File: src/rtl/shifter_pkg.sv
// Shared types and constants for the multi-cycle right shifter.
package shifter_pkg;

  localparam int SHR_WIDTH    = 32;
  localparam int SHR_BIG_STEP = 16;
  localparam int SHAMT_W      = 5;

  typedef enum logic [1:0] {
    IDLE  = 2'd0,
    SHIFT = 2'd1,
    DONE  = 2'd2
  } shr_state_t;

endpackage

File: src/rtl/shift_right_seq_if.sv
// Request/result bundle between the ALU control (master) and the right shifter (slave).
interface shift_right_seq_if
  import shifter_pkg::*;
#(
  parameter int WIDTH = SHR_WIDTH
);

  // Handshake: start is only taken while busy is low or done is high; a taken
  // start is followed by exactly one done pulse, with res valid in that cycle.
  logic               start;
  logic               arith;
  logic [WIDTH-1:0]   a;
  logic [SHAMT_W-1:0] shamt;
  logic               busy;
  logic               done;
  logic [WIDTH-1:0]   res;
  shr_state_t         state;

  modport master (
    output start, arith, a, shamt,
    input  busy, done, res, state
  );

  modport slave (
    input  start, arith, a, shamt,
    output busy, done, res, state
  );

endinterface

File: src/rtl/shift_right_step.sv
// One shifter iteration: a big (BIG_STEP-bit) or single-bit right shift with a given fill bit.
module shift_right_step #(
  parameter int WIDTH    = 32,
  parameter int BIG_STEP = 16
) (
  input  logic [WIDTH-1:0] data,
  input  logic             fill,
  input  logic             big,
  output logic [WIDTH-1:0] next_data
);

  always_comb begin
    if (big) begin
      next_data = {{BIG_STEP{fill}}, data[WIDTH-1:BIG_STEP]};
    end else begin
      next_data = {fill, data[WIDTH-1:1]};
    end
  end

endmodule

File: src/rtl/shift_right_seq.sv
// Multi-cycle SRL/SRA shifter: consumes the shift amount in 16-bit steps first, then 1-bit steps.
module shift_right_seq
  import shifter_pkg::*;
#(
  parameter int WIDTH    = SHR_WIDTH,
  parameter int BIG_STEP = SHR_BIG_STEP
) (
  input  logic              clk,
  input  logic              reset,
  shift_right_seq_if.slave  bus
);

  localparam logic [SHAMT_W-1:0] BIG_REM = SHAMT_W'(BIG_STEP);

  shr_state_t         state;
  logic [WIDTH-1:0]   data;
  logic [SHAMT_W-1:0] rem;
  logic               fill;
  logic               busy_r;
  logic               done_r;
  logic [WIDTH-1:0]   res_r;

  logic               big;
  logic [SHAMT_W-1:0] rem_next;
  logic [WIDTH-1:0]   step_data;

  assign big      = (rem >= BIG_REM);
  assign rem_next = big ? (rem - BIG_REM) : (rem - SHAMT_W'(1));

  shift_right_step #(
    .WIDTH    (WIDTH),
    .BIG_STEP (BIG_STEP)
  ) u_step (
    .data      (data),
    .fill      (fill),
    .big       (big),
    .next_data (step_data)
  );

  always_ff @(posedge clk) begin
    if (reset) begin
      state  <= IDLE;
      data   <= '0;
      rem    <= '0;
      fill   <= 1'b0;
      busy_r <= 1'b0;
      done_r <= 1'b0;
      res_r  <= '0;
    end else begin
      done_r <= 1'b0;
      case (state)
        // DONE accepts a new start exactly like IDLE, so back-to-back ops skip IDLE.
        IDLE, DONE: begin
          if (bus.start) begin
            data   <= bus.a;
            rem    <= bus.shamt;
            fill   <= bus.arith & bus.a[WIDTH-1];
            busy_r <= 1'b1;
            if (bus.shamt == '0) begin
              state  <= DONE;
              done_r <= 1'b1;
              res_r  <= bus.a;
            end else begin
              state <= SHIFT;
            end
          end else begin
            state  <= IDLE;
            busy_r <= 1'b0;
          end
        end
        SHIFT: begin
          data <= step_data;
          rem  <= rem_next;
          if (rem_next == '0) begin
            state  <= DONE;
            done_r <= 1'b1;
            res_r  <= step_data;
          end
        end
        default: begin
          state  <= IDLE;
          busy_r <= 1'b0;
        end
      endcase
    end
  end

  assign bus.busy  = busy_r;
  assign bus.done  = done_r;
  assign bus.res   = res_r;
  assign bus.state = state;

endmodule

File: src/flat_wrapper.sv
// flat-port wrapper written by rule: the top's interface ports become plain ports
module shift_right_seq_flat import shifter_pkg::*;
#(
  parameter int WIDTH    = SHR_WIDTH,
  parameter int BIG_STEP = SHR_BIG_STEP
)
  (clk, reset, bus_start, bus_arith, bus_a, bus_shamt, bus_busy, bus_done, bus_res, bus_state);
  shift_right_seq_if #(.WIDTH(WIDTH)) bus_i ();
  input  logic clk;
  input  logic reset;
  input wire logic [$bits(bus_i.start)-1:0] bus_start;
  input wire logic [$bits(bus_i.arith)-1:0] bus_arith;
  input wire logic [$bits(bus_i.a)-1:0] bus_a;
  input wire logic [$bits(bus_i.shamt)-1:0] bus_shamt;
  output wire logic [$bits(bus_i.busy)-1:0] bus_busy;
  output wire logic [$bits(bus_i.done)-1:0] bus_done;
  output wire logic [$bits(bus_i.res)-1:0] bus_res;
  output wire logic [$bits(bus_i.state)-1:0] bus_state;
  assign bus_i.start = bus_start;
  assign bus_i.arith = bus_arith;
  assign bus_i.a = bus_a;
  assign bus_i.shamt = bus_shamt;
  assign bus_busy = bus_i.busy;
  assign bus_done = bus_i.done;
  assign bus_res = bus_i.res;
  assign bus_state = bus_i.state;
  shift_right_seq #(.WIDTH(WIDTH), .BIG_STEP(BIG_STEP)) u_core (.clk(clk), .reset(reset), .bus(bus_i));
endmodule
File: config.mk
export PLATFORM = sky130hd
export DESIGN_NAME = shift_right_seq_flat
export DESIGN_NICKNAME = d
export VERILOG_FILES = /design/src/rtl/shifter_pkg.sv /design/src/rtl/shift_right_seq_if.sv /design/src/rtl/shift_right_step.sv /design/src/rtl/shift_right_seq.sv /design/src/flat_wrapper.sv
export SDC_FILE = /design/constraint.sdc
export NUM_CORES = 1
export LEC_CHECK = 0
export ABC_CLOCK_PERIOD_IN_PS = 3600
export CAP_MARGIN = 20
export CORE_UTILIZATION = 47
export CTS_BUF_LIST = sky130_fd_sc_hd__clkbuf_8 sky130_fd_sc_hd__clkbuf_16
export CTS_CLUSTER_SIZE = 25
export DETAILED_ROUTE_END_ITERATION = 16
export MAX_ROUTING_LAYER = met4
export PLACE_DENSITY = 0.74
export SLEW_MARGIN = 20
export SYNTH_ARGS = -nofsm -noshare
export SYNTH_HDL_FRONTEND = slang
export SYNTH_SLANG_ARGS = --single-unit
File: constraint.sdc
create_clock -name clk -period 3.6 [get_ports clk]
set_input_delay 0.36 -clock clk [delete_from_list [all_inputs] [get_ports clk]]
set_output_delay 0.36 -clock clk [all_outputs]
set_load 0.01 [all_outputs]
==> out/results.ini <==
[status]
outcome=finished, final reports clean

[sta]
clock_skew_ns=0.00926
setup_violations=0
slew_violations=0
slew_headroom=0.292
fmax_ghz=0.378
worst_slew_pin_slew_ns=1.06
timing.final.ws_setup_ns=0.958
min_period_ns=2.64
timing.setup.tns_ns=0
finalHoldViolCount=0
rsz0062_at_grt=no
finalCritPeriodShare=0.734

[worst_setup_path]
critical_path_required_ns=3.86
path_class=reg2reg
r2r_end=u_core.bus.res[13]$_SDFFE_PP0P_
r2r.worst_path.cells=6
critPathArrivalTime_ns=2.90
startpoint=u_core.rem[4]$_SDFFE_PP0P_
cp_max_fo=22
r2r_start=u_core.rem[4]$_SDFFE_PP0P_
r2r_slack_ns=0.96
crit_path_end=u_core.bus.res[13]$_SDFFE_PP0P_
worst_setup_path_end_kind=register
startpoint_type=register

[pwr]
p_leak_uw=0.00173
ir_drop_mv=0.184
power.density_nw_per_um2=412
power_uw=1920

[grt]
grt_pass1_vias=2882
grt_use_met2=0.336
grt_pass1_wl_um=14000
grt_max_degree=105
antenna_found_initial=0
grtUsageMet1=0.288
grt_use_total=0.219
grt.busiest_layer=met2
grt_overflow=0
use_met3=0.0345

[logic_synthesis]
avgSynthCellArea_sq_um=9.46
netlist_top_cells_count=nor2_1 (76), dfxtp_1 (73), a21oi_1 (36)
syn-num-nets=432
synth_top_area_cell=dfxtp_1
synth-edff-count=0
yosys_warnings=0
ys.flop_type=dfxtp_1
synthArstFlopShare=0
seq_area_frac_synth=0.396
synth_area_sq_um=3690
synth_cell_types=35
syn_inst=390
ys_ff_latch=73
synth_top_area_share=0.396
synth.area.top_cells=dfxtp_1 (40%), o31ai_2 (9.5%), mux2_2 (9.2%), mux2i_1 (8.4%), nor2_1 (7.7%)
synth.most_common_cell=nor2_1

[layout]
num_antenna_cells=0
instances_no_fill=551
area_growth_pct=26.2
fin_nets=490
drive_gt1_frac=0.192
n_fill_cell=627

[placement]
gp_congestion=0.837
post-dp-hpwl_um=5830
numPortBuffers=76
pre_cts_slack_ns=0.974
dpl.cell_count=536

[floorplan]
die_h_um=90.6
initial_core_util=0.498
core_sq_um=7410
die_x_um=90.6
dieArea_sq_um=8210
io_pins=77
rows=31

[clock_network]
cts_sinks=73
hold_buffers=0
cts_setup_buffers=0
clockBufferDepth=2
cts_root_buf=clkbuf_8
cts-htree-levels=3
numCtsBuffers=9
clkTransAtPathRegs_ns=0.08
clk_latency_ns=0.34
post_cts_resize_count=0
cts_tree=yes

[route]
route.detailed.drc=0
first_pass_iters=4
vias=3055
drtIter0Drc=148
vias_per_cell=5.54
wl_per_cell_um=15.6
antenna_left=0
routed_wl_um=8610

[flow_run]
maxCapViolCount=0

[min_path]
min_path_type=reg2reg

[per-layer routing]
| layer | part of all wire | vias to the layer above |
|---|---|---|
| met1 | 0.47 | 1449 |
| li1 | - | 1526 |
| met2 | 0.48 | 70 |
| met3 | 0.039 | 10 |
| met4 | 0.012 | 0 |
| met5 | 0 | - |
[metrics by stage]
stage	util	hold WS, ns	instance area (sq um)
floorplan	-	0.450	3690
global route	0.629	0.514	4660
finish	0.629	0.488	4660
global placement	0.604	0.460	4480
detailed placement	0.604	0.474	4480
CTS	0.629	0.492	4660
[cell families after synthesis]
kind of cell	count (synthesis)	share of synthesized area
buf+inv	39	0.0495
compound gates	83	0.182
mux	61	0.176
xor+xnor	1	0.00237
fa+ha+maj	1	0.00339
flops	73	0.396
simple gates	132	0.192
[state kept, by name, indices dropped and copies added, names as in the netlist]
signal and count:
u_core.bus.done 1, u_core.rem 5, u_core.bus.res 32, u_core.bus.state 2, u_core.fill 1, u_core.bus.busy 1, u_core.data 31
[worst max-delay path: stages, from the launching register on]
cell and delay, ns:
dfxtp_1 0.70, and2b_1 0.27, and4_1 0.23, o211ai_1 0.68, buf_4 0.40, nand4b_1 0.17, o31ai_2 0.09
[area by class of cell]
cell class,count,area (sq um),area share
multi-input combinational,278,2070,0.444
sequential,73,1460,0.314
timing repair buffer,84,818,0.176
clock buffer,12,165,0.0355
tap,99,124,0.0266
clock inverter,3,15.0,0.00322
inverter,2,7.51,0.00161
[power breakdown]
group	total, uW	switching, uW	internal (uW)
clock	593	294	300
combinational	418	217	201
sequential	907	47.3	859
[cells in the final DEF (no fill, tap or decap)]
| master | Yosys | final |
|---|---|---|
| xnor2_1 | 1 | 1 |
| clkdlybuf4s50_1 | 0 | 75 |
| o211ai_1 | 1 | 1 |
| nor2_1 | 76 | 75 |
| ha_1 | 1 | 1 |
| buf_4 | 0 | 9 |
| a311oi_1 | 2 | 2 |
| clkinv_2 | 0 | 3 |
| and4_1 | 1 | 1 |
| a21o_1 | 1 | 1 |
| nand2_1 | 11 | 11 |
| nand4b_1 | 31 | 31 |
| nand2b_1 | 2 | 2 |
| and2b_1 | 1 | 1 |
| a31oi_1 | 1 | 1 |
| clkbuf_8 | 0 | 12 |
| a21oi_2 | 1 | 1 |
| mux2_2 | 30 | 30 |
| nor2b_1 | 2 | 1 |
| o31ai_2 | 28 | 28 |
| o31ai_1 | 5 | 5 |
| nor2_4 | 0 | 2 |
| a22oi_1 | 3 | 3 |
| o211a_1 | 1 | 1 |
| nor4_4 | 1 | 1 |
| or3b_1 | 1 | 1 |
| dfxtp_1 | 73 | 73 |
| nor2b_4 | 0 | 1 |
| mux2i_1 | 31 | 31 |
| nor3_1 | 2 | 2 |
| o21ai_0 | 3 | 3 |
| o21a_1 | 1 | 1 |
| nand4bb_1 | 1 | 1 |
| nand3_1 | 2 | 2 |
| inv_1 | 2 | 2 |
| a21oi_1 | 36 | 36 |
[worst min-delay path by stage]
stage | startpoint | end | cells past startpoint
after floorplan | u_core.data[10]$_SDFFE_PP0P_ | u_core.data[10]$_SDFFE_PP0P_ | 2
after global placement | u_core.data[15]$_SDFFE_PP0P_ | u_core.data[15]$_SDFFE_PP0P_ | 2
after detailed placement | u_core.data[13]$_SDFFE_PP0P_ | u_core.data[13]$_SDFFE_PP0P_ | 2
after CTS | u_core.data[13]$_SDFFE_PP0P_ | u_core.data[13]$_SDFFE_PP0P_ | 2
after global routing | u_core.data[12]$_SDFFE_PP0P_ | u_core.data[12]$_SDFFE_PP0P_ | 2
final | u_core.data[12]$_SDFFE_PP0P_ | u_core.data[12]$_SDFFE_PP0P_ | 2
(Power assumes the default switching activity.)
